`config.mk`:
```
export PLATFORM = sky130hd
export DESIGN_NAME = l3_request_arbiter
export DESIGN_NICKNAME = d
export VERILOG_FILES = /design/src/rtl/riscv_cache_types_pkg.sv /design/src/rtl/rr_arbiter.sv /design/src/rtl/l3_request_arbiter.sv
export SDC_FILE = /design/constraint.sdc
export NUM_CORES = 1
export LEC_CHECK = 0
export CORE_AREA = 2 2 169 171
export DETAILED_ROUTE_END_ITERATION = 6
export DIE_AREA = 0 0 171 173
export PLACE_DENSITY = 0.57
export SLEW_MARGIN = 20
export SYNTH_ARGS = -nofsm -noshare
export SYNTH_HDL_FRONTEND = slang
export SYNTH_SLANG_ARGS = --single-unit
```
`constraint.sdc`:
```
create_clock -name clk_i -period 1.7 [get_ports clk_i]
set_input_delay 0.17 -clock clk_i [delete_from_list [all_inputs] [get_ports clk_i]]
set_output_delay 0.17 -clock clk_i [all_outputs]
set_load 0.02 [all_outputs]
```
`src/rtl/riscv_cache_types_pkg.sv`:
```
// Shared cache-hierarchy types: L2<->L3 request/response payloads and arbiter defaults.
// Latency: n/a (types and constants only).
// Backpressure: n/a.
package riscv_cache_types_pkg;

    localparam int ADDR_W = 32;
    localparam int DATA_W = 32;

    typedef struct packed {
        logic [ADDR_W-1:0]   addr;
        logic                we;
        logic [DATA_W/8-1:0] be;
        logic [DATA_W-1:0]   wdata;
    } memory_req_t;

    // One response beat; a burst ends on the beat with last set.
    typedef struct packed {
        logic [DATA_W-1:0] data;
        logic              last;
        logic              error;
    } memory_rsp_t;

    localparam int DEFAULT_L3_ARB_NUM_REQ = 4;
    localparam int DEFAULT_L3_ARB_TIMEOUT = 1024;

endpackage

```
`src/rtl/rr_arbiter.sv`:
```
// Round-robin pick: first set bit of req_i searching upward from ptr_i, wrapping modulo N.
// Latency: purely combinational.
// Backpressure: none; the caller decides whether the grant is consumed.
// Ports: req_i request vector, ptr_i search start, gnt_o one-hot grant,
//        gnt_idx_o grant index, any_gnt_o set when some request is granted.
module rr_arbiter #(
    parameter int N     = 4,
    parameter int IDX_W = (N > 1) ? $clog2(N) : 1
) (
    input  logic [N-1:0]     req_i,
    input  logic [IDX_W-1:0] ptr_i,
    output logic [N-1:0]     gnt_o,
    output logic [IDX_W-1:0] gnt_idx_o,
    output logic             any_gnt_o
);

    always_comb begin
        gnt_o     = '0;
        gnt_idx_o = '0;
        any_gnt_o = 1'b0;
        // The first hit in rotation order wins; later hits are ignored.
        for (int k = 0; k < N; k++) begin
            if (!any_gnt_o && req_i[(int'(ptr_i) + k) % N]) begin
                any_gnt_o = 1'b1;
                gnt_idx_o = IDX_W'((int'(ptr_i) + k) % N);
            end
        end
        if (any_gnt_o) begin
            gnt_o[gnt_idx_o] = 1'b1;
        end
    end

endmodule

```
`src/rtl/l3_request_arbiter.sv`:
```
// Shares the L3 slave port between NUM_REQ L2 caches, one outstanding transaction, round-robin.
// Latency: grant same cycle as valid; L3 request 1 cycle after the L2 handshake; responses pass through with 0 latency.
// Backpressure: L3 request held until l3_req_ready_i; response beats stall on the owner's l2_rsp_ready_i.
// Ports: l2_req_* per-requester request side, l2_rsp_* response side (payload broadcast,
//        valid only to the owner), l3_req_*/l3_rsp_* L3 side, owner_o/busy_o/timeout_o status.
module l3_request_arbiter
    import riscv_cache_types_pkg::*;
#(
    parameter int NUM_REQ        = DEFAULT_L3_ARB_NUM_REQ,
    parameter int TIMEOUT_CYCLES = DEFAULT_L3_ARB_TIMEOUT,
    parameter int TO_CNT_W       = $clog2(TIMEOUT_CYCLES + 1)
) (
    input  logic                       clk_i,
    input  logic                       rst_ni,
    input  logic [NUM_REQ-1:0]         l2_req_valid_i,
    output logic [NUM_REQ-1:0]         l2_req_ready_o,
    input  memory_req_t [NUM_REQ-1:0]  l2_req_i,
    output logic [NUM_REQ-1:0]         l2_rsp_valid_o,
    input  logic [NUM_REQ-1:0]         l2_rsp_ready_i,
    output memory_rsp_t                l2_rsp_o,
    output logic                       l3_req_valid_o,
    input  logic                       l3_req_ready_i,
    output memory_req_t                l3_req_o,
    input  logic                       l3_rsp_valid_i,
    output logic                       l3_rsp_ready_o,
    input  memory_rsp_t                l3_rsp_i,
    output logic [$clog2(NUM_REQ)-1:0] owner_o,
    output logic                       busy_o,
    output logic                       timeout_o
);

    localparam int IDX_W = $clog2(NUM_REQ);
    // A disabled watchdog still needs a 1-bit counter to keep widths legal.
    localparam int WD_W  = (TO_CNT_W < 1) ? 1 : TO_CNT_W;
    localparam logic [WD_W-1:0] WD_MAX  = WD_W'(TIMEOUT_CYCLES);
    localparam logic [WD_W-1:0] WD_LAST = WD_W'((TIMEOUT_CYCLES > 0) ? TIMEOUT_CYCLES - 1 : 0);
    localparam memory_rsp_t ERR_BEAT = '{data: '0, last: 1'b1, error: 1'b1};

    typedef enum logic [2:0] {
        S_IDLE,
        S_ISSUE,
        S_WAIT_RSP,
        S_ERR_RSP,
        S_DRAIN
    } arb_state_e;

    arb_state_e        state_q, state_d;
    logic [IDX_W-1:0]  rr_ptr_q, rr_ptr_d;
    logic [IDX_W-1:0]  owner_q, owner_d;
    logic [WD_W-1:0]   wd_q, wd_d;
    memory_req_t       req_q, req_d;

    logic [NUM_REQ-1:0] gnt;
    logic [IDX_W-1:0]   gnt_idx;
    logic               any_gnt;
    logic               idle_active;
    logic               l2_hs;
    logic               rsp_hs;

    rr_arbiter #(
        .N     (NUM_REQ),
        .IDX_W (IDX_W)
    ) u_rr_arbiter (
        .req_i     (l2_req_valid_i),
        .ptr_i     (rr_ptr_q),
        .gnt_o     (gnt),
        .gnt_idx_o (gnt_idx),
        .any_gnt_o (any_gnt)
    );

    // The grant is combinational on valids, so it must also be masked while
    // reset is held, otherwise a requester could see ready during reset.
    assign idle_active    = (state_q == S_IDLE) && rst_ni;
    assign l2_req_ready_o = idle_active ? gnt : '0;
    assign l2_hs          = idle_active && any_gnt;
    assign rsp_hs         = l3_rsp_valid_i && l3_rsp_ready_o;

    assign l3_req_valid_o = (state_q == S_ISSUE);
    assign l3_req_o       = req_q;
    assign owner_o        = owner_q;
    assign busy_o         = (state_q != S_IDLE);

    // Response routing towards the owner.
    always_comb begin
        l2_rsp_valid_o = '0;
        l2_rsp_o       = l3_rsp_i;
        l3_rsp_ready_o = 1'b0;
        case (state_q)
            S_WAIT_RSP: begin
                l2_rsp_valid_o[owner_q] = l3_rsp_valid_i;
                l3_rsp_ready_o          = l2_rsp_ready_i[owner_q];
            end
            S_ERR_RSP: begin
                l2_rsp_valid_o[owner_q] = 1'b1;
                l2_rsp_o                = ERR_BEAT;
            end
            S_DRAIN: begin
                // Late beats of the abandoned burst are swallowed here.
                l3_rsp_ready_o = 1'b1;
            end
            default: begin
            end
        endcase
    end

    always_comb begin
        state_d   = state_q;
        rr_ptr_d  = rr_ptr_q;
        owner_d   = owner_q;
        wd_d      = wd_q;
        req_d     = req_q;
        timeout_o = 1'b0;
        case (state_q)
            S_IDLE: begin
                if (l2_hs) begin
                    req_d    = l2_req_i[gnt_idx];
                    owner_d  = gnt_idx;
                    rr_ptr_d = (gnt_idx == IDX_W'(NUM_REQ - 1)) ? '0 : gnt_idx + 1'b1;
                    state_d  = S_ISSUE;
                end
            end
            S_ISSUE: begin
                if (l3_req_ready_i) begin
                    wd_d    = '0;
                    state_d = S_WAIT_RSP;
                end
            end
            S_WAIT_RSP: begin
                // A beat accepted in the expiry cycle takes priority over the timeout.
                if (rsp_hs) begin
                    wd_d = '0;
                    if (l3_rsp_i.last) begin
                        state_d = S_IDLE;
                    end
                end else if ((TIMEOUT_CYCLES != 0) && (wd_q == WD_LAST)) begin
                    wd_d      = WD_MAX;
                    timeout_o = 1'b1;
                    state_d   = S_ERR_RSP;
                end else if (wd_q != WD_MAX) begin
                    wd_d = wd_q + 1'b1;
                end
            end
            S_ERR_RSP: begin
                if (l2_rsp_ready_i[owner_q]) begin
                    state_d = S_DRAIN;
                end
            end
            S_DRAIN: begin
                if (l3_rsp_valid_i && l3_rsp_i.last) begin
                    state_d = S_IDLE;
                end
            end
            default: begin
                state_d = S_IDLE;
            end
        endcase
    end

    always_ff @(posedge clk_i or negedge rst_ni) begin
        if (!rst_ni) begin
            state_q  <= S_IDLE;
            rr_ptr_q <= '0;
            owner_q  <= '0;
            wd_q     <= '0;
            req_q    <= '0;
        end else begin
            state_q  <= state_d;
            rr_ptr_q <= rr_ptr_d;
            owner_q  <= owner_d;
            wd_q     <= wd_d;
            req_q    <= req_d;
        end
    end

endmodule
```
# After elaboration in Yosys (flattened, before gate mapping)
# Cells that the tools add are included.
# word_totals
input_bits,322
wordCells,109
reg_bits,87
# op_classes
n_eq_ne,14
bitwise_logic,4
add_sub_neg,5
n_mux,49
order_cmp,8
reduce_logical,21
# ops
op,count
binary-select mux 69 bit (select 2 bit),1
two-way mux 69 bit,1
two-way mux 11 bit,4
two-way mux 34 bit,1
one-hot mux 11 bit (2 select lines),1
two-way mux 3 bit,7
two-way mux 1 bit,17
one-hot mux 3 bit (5 select lines),1
< comparator 3 x 4 -> 1 bit (second input constant),3
adder 11 x 1 -> 11 bit (second input constant),1
== test 11 x 10 -> 1 bit (second input constant),1
inequality test 11 bit (second input constant),1
binary-select mux 1 bit (select 2 bit),5
two-way mux 2 bit,5
logical AND 1 bit,9
< comparator 2 x 3 -> 1 bit (second input constant),3
two-way mux 4 bit,2
one-hot mux 4 bit (2 select lines),1
== test 3 x 2 -> 1 bit (second input constant),2
inequality test 2 bit (second input constant),3
inequality test 3 bit (second input constant),2
AND reduction 6 bit,1
OR reduction 2 bit,3
adder 2 x 1 -> 2 bit (second input constant),2
other kinds (17),24

# Depth between registers and ports, before layout
# logic_depth
word_depth,20
mapped_depth,10
ltp_nobuf,7

# Modules after synthesis
# Synthesis repeated with hierarchy kept, for this count alone.
# unflattened
cells_unflattened,440
area_unflattened_um2,5835.6
# modules_own_cells
module,instances,seq_area_each_um2,area_each_um2,cells_each
l3_request_arbiter,1,2177.1,5652.9,408
rr_arbiter,1,0.0,182.7,32

# Worst setup path after synthesis
# No wires, ideal clock.
# synth_timing
path_kind,register to register
startpoint,"register owner_q[0], in the netlist owner_o[0]"
endpoint,register wd_q[10]
path_stages_with_launch,5
t_arrival_ns,2.060
path_slack_ns,-0.427
n_path_buf,0
t_required_ns,1.633
cell_sequence,dfrtp_1 mux4_2 a21o_4 nor3_1 a21o_1
# synth_via
elab_chain_len,6
word_cells_on_any_way,8
# synth_lines
item,line_no,text
"start, declared",l3_request_arbiter.sv:49,"logic [IDX_W-1:0] owner_q, owner_d;"
"start signal, assigned",l3_request_arbiter.sv:169,owner_q <= owner_d;
binary-select mux 1 bit (select 2 bit) (*),l3_request_arbiter.sv:91,l3_rsp_ready_o = l2_rsp_ready_i[owner_q];
two-way mux 1 bit (not written as such) (*),l3_request_arbiter.sv:91,
one-hot mux 1 bit (2 select lines) (*),l3_request_arbiter.sv:88,case (state_q)
logical AND 1 bit (*),l3_request_arbiter.sv:76,assign rsp_hs = l3_rsp_valid_i && l3_rsp_ready_o;
inequality test 4 bit (no source line) / two-way mux 11 bit (equally long branches),--,
AND reduction 3 bit (no source line) / one-hot mux 11 bit (2 select lines) (equally long branches),--,
"end signal, assigned",l3_request_arbiter.sv:170,wd_q <= wd_d;
"end, declared",l3_request_arbiter.sv:50,"logic [WD_W-1:0] wd_q, wd_d;"
# Every way passes the cells marked *; elsewhere a longest branch is shown, timed or not. The select of a mux whose other input is x is not followed.
# A chain may end at the register's enable or synchronous reset.

# Worst setup path in the final report
# layout_timing
startpoint,register rr_ptr_q[1]
endpoint,output l2_req_ready_o[0]
# layout_via
elab_chain_len,18
word_cells_on_any_way,35
# layout_lines
item,line_no,text
"start, declared",l3_request_arbiter.sv:48,"logic [IDX_W-1:0] rr_ptr_q, rr_ptr_d;"
"start signal, assigned",l3_request_arbiter.sv:168,rr_ptr_q <= rr_ptr_d;
adder 2 x 1 -> 2 bit / binary-select mux 1 bit (select 2 bit) (equally long branches),"rr_arbiter.sv:23, rr_arbiter.sv:25",
binary-select mux 1 bit (select 2 bit) / two-way mux 1 bit (equally long branches),rr_arbiter.sv:23,if (!any_gnt_o && req_i[(int'(ptr_i) + k) % N]) begin
two-way mux 1 bit (not written as such),rr_arbiter.sv:23,
two-way mux 1 bit (not written as such) / logical NOT 1 bit (equally long branches),rr_arbiter.sv:23,
logical AND 1 bit,rr_arbiter.sv:23,
two-way mux 1 bit,rr_arbiter.sv:23,
logical NOT 1 bit,rr_arbiter.sv:23,
logical AND 1 bit,rr_arbiter.sv:23,
[2 not listed],--,
logical AND 1 bit,rr_arbiter.sv:23,
two-way mux 2 bit,rr_arbiter.sv:23,
< comparator 2 x 3 -> 1 bit (not written as such) / >= comparator 2 x 1 -> 1 bit (equally long branches),rr_arbiter.sv:29,gnt_o[gnt_idx_o] = 1'b1;
logical AND 1 bit (not written as such),rr_arbiter.sv:29,
two-way mux 1 bit (not written as such),rr_arbiter.sv:29,
demux 1 bit (select 2 bit),--,
two-way mux 4 bit (*),rr_arbiter.sv:28,if (any_gnt_o) begin
two-way mux 4 bit (*),l3_request_arbiter.sv:74,assign l2_req_ready_o = idle_active ? gnt : '0;
"end, declared",l3_request_arbiter.sv:16,"output logic [NUM_REQ-1:0] l2_req_ready_o,"
# Marked as above.

==> impl_metrics.ini <==
[status]
failed_checks = setup timing
status = complete, but fails checks

[synth]
ys.flop_type = dfrtp_1
yosys_warnings = 0
ys_seq_area_frac = 0.387
synth_cell_type_count = 52
synth_nets = 890
syn_avg_cell_area_um2 = 10.0
synth_area_um2 = 5630
ys_seq_elements = 87
syn-instance-count = 562
synth-edff-count = 0
synthArstFlopShare = 1.00

[clock_tree]
clk_pin_slew_ps = 60
htreeDepth = 3
clk_path_buf_depth = 2
cts_tree = yes
insertion_delay_ps = 350
clock_sinks = 87
cts_buffers = 9
cts_root_buffer = clkbuf_16

[power]
intPower_mw = 11.4
pwr-share-seq = 0.187
switchingPower_mw = 7.50
peakVddDrop_uv = 554
swShare = 0.396
power_density_nw_per_um2 = 1470
pwr-share-comb = 0.710
p_leak_nw = 5.87
pwr-share-clk = 0.103

[floorplanning]
rows = 61
dieHeight_um = 173
die_area_um2 = 29600
pin_count = 439
die_width_um = 171
initial_core_util = 0.204
core-area_um2 = 27600

[min_path]
hp-class = in2reg

[worst_setup_path]
crit_type = reg2out
cp_max_fo = 3
cp.required_ps = 1530
slowest_stage = dfrtp_1
critPathMaxStageDelay_ps = 420
startpoint_type = register
cp.arrival_ps = 1810
crit_path_end_kind = output port
crit_chain = buf_6 > nor3_4 > o22ai_4 > buf_6 > buf_12 > ha_4 > and2_4 > buf_12

[layout]
final_nets = 1429
layout-drive-gt1-share = 0.285
final_util = 0.467
syn2layout_area_growth_pct = 129
final_common_cell = clkdlybuf4s50_1
final_cell_mix = 385 x clkdlybuf4s50_1, 127 x mux2i_1, 85 x dfrtp_1
design_area_um2 = 12900

[drt]
wl_per_cell_um = 19.3
ant_nets = 0
drt_iter0_markers = 198
routed_via_density = 4.55
first_pass_iters = 4
dr_total_vias = 6764
drc = 0
wirelength_mm = 28.7

[sta]
final-hold-violation-count = 0
relSlewSlack = 0.654
max_freq_ghz = 0.504
fin_crit_sh = 1.17
finalWorstSetupSlack_ps = -285
rsz0062_at_grt = yes
setup_violations = 132
skew_ps = 10.2
worst_pin_slew_ps = 520
maxSlewViolCount = 0
holdWs_ps = 438
min_period_ps = 1980

[place]
dpl_worst_slack_ps = -673
numPortBuffers = 438
place_area_um2 = 11000
post-dp-hpwl_mm = 19.6
globalplace.congestion = 0.827

[global_routing]
overflow = 0
grt_max_degree = 88
grt_pass1_vias = 6981
grtUsageTotal = 0.175
grt_pass1_wl_mm = 39.8
antenna_found_initial = 1

[run]
drv_cap = 0
[power by group through the flow]
| stage | Combinational [mW] | Clock (mW) | Sequential, mW |
|---|---|---|---|
| after floorplan | 4.42 | 0 | 4.46 |
| after global placement | 10.1 | 0 | 3.51 |
| after detailed placement | 10.2 | 0 | 3.52 |
| after CTS | 11.7 | 2.04 | 3.51 |
| after global routing | 14.3 | 2.10 | 3.65 |
| final | 13.4 | 1.95 | 3.54 |
[sequential cells by signal, indices dropped and copies added (netlist names)]
| signal | count |
|---|---|
| state_q | 3 |
| l3_req_o | 69 |
| wd_q | 11 |
| owner_o | 2 |
| rr_ptr_q | 2 |
[Yosys cell counts, types with 2 or more instances]
library cell | number | share of area
xnor2_1 | 2 | 0.0031
and2_1 | 36 | 0.040
buf_4 | 2 | 0.0027
dfrtp_1 | 87 | 0.39
o31ai_1 | 4 | 0.0053
clkbuf_1 | 19 | 0.013
ha_1 | 6 | 0.013
o221ai_1 | 70 | 0.11
o21ai_4 | 2 | 0.0058
or3_1 | 2 | 0.0022
and3_1 | 2 | 0.0022
a21o_1 | 3 | 0.0040
o21a_1 | 3 | 0.0040
a21oi_1 | 7 | 0.0062
xor2_1 | 3 | 0.0047
nand2b_1 | 4 | 0.0044
buf_2 | 19 | 0.017
nor2b_1 | 5 | 0.0056
nand3_1 | 6 | 0.0053
inv_1 | 6 | 0.0040
buf_1 | 2 | 0.0013
nand2_1 | 86 | 0.057
mux2i_1 | 138 | 0.25
o21ai_0 | 4 | 0.0036
nand4_1 | 4 | 0.0044
nor3_1 | 4 | 0.0036
nor2_1 | 11 | 0.0073
[metal layers]
| metal | wire length, um | part of all wire | GRT usage |
|---|---|---|---|
| met1 | 11100 | 0.39 | 0.198 |
| met2 | 14700 | 0.51 | 0.316 |
| met3 | 2270 | 0.079 | 0.0435 |
| met4 | 683 | 0.024 | 0.0579 |
| met5 | 0 | 0 | 0 |
[timing repair]
| action | CTS | global route |
|---|---|---|
| setup endpoints to repair | 133 | 134 |
| hold endpoints to repair | 87 | 0 |
| hold buffers | 1 | 0 |
| cloned | 7 | 9 |
| gates resized for setup | 291 | 179 |
| setup buffers | 23 | 25 |
| pin swaps | 35 | 60 |
[stage by stage]
step	power, mW	setup TNS (ps)	instances
2_1_floorplan	8.88	-294	562
3_3_place_gp	13.7	-49300	1407
3_5_place_dp	13.7	-50650	1407
4_1_cts	17.3	-19790	1453
5_1_grt	20.0	-32670	1485
6_report	18.9	-22490	1485
[final cells by class]
| class | instances | area (um^2) |
|---|---|---|
| diodes | 1 | 2.50 |
| clock buffers | 10 | 239 |
| clock inverters | 6 | 42.5 |
| fillers | 2609 | 14700 |
| inverters | 7 | 26.3 |
| multi-input cells | 426 | 3790 |
| flip-flops and latches | 87 | 2180 |
| well taps | 378 | 473 |
| repair buffers | 570 | 6150 |
[cell families (layout without fill, tap and decap cells)]
| group | Yosys count | after routing | share of synthesized area |
|---|---|---|---|
| AND/OR/NAND/NOR | 170 | 170 | 0.146 |
| multiplexers | 141 | 141 | 0.253 |
| XOR/XNOR | 5 | 5 | 0.00778 |
| AO/OA/AOI/OAI | 104 | 104 | 0.155 |
| adder cells (fa/ha/maj) | 6 | 6 | 0.0133 |
| flip-flops | 87 | 87 | 0.387 |
| other | 0 | 1 | 0 |
| buffers and inverters | 49 | 593 | 0.0382 |
[worst max-delay path: cells and delay by family, from the launching register on]
| kind | cells | cell delay (ps) |
|---|---|---|
| AOI/OAI and AO/OA | 1 | 110 |
| and+or+nand+nor | 2 | 280 |
| adders and majority gates | 1 | 140 |
| DFF | 1 | 420 |
| buffers and inverters | 4 | 520 |
[path summary, 6_finish.rpt]
path	startpoint	endpoint	slack, ps	depth (start not counted)
max	rr_ptr_q[1]	l2_req_ready_o[0]	-280	8
min	rst_ni	rr_ptr_q[1]	440	7
max reg2reg	rr_ptr_q[1]	l3_req_o[23]	-260	9
min reg2reg	l3_req_o[27]	l3_req_o[27]	490	2
max in group asynchronous	rst_ni	state_q[2]	750	3
min in group asynchronous	rst_ni	l3_req_o[65]	540	3
(Power assumes the default switching activity.)
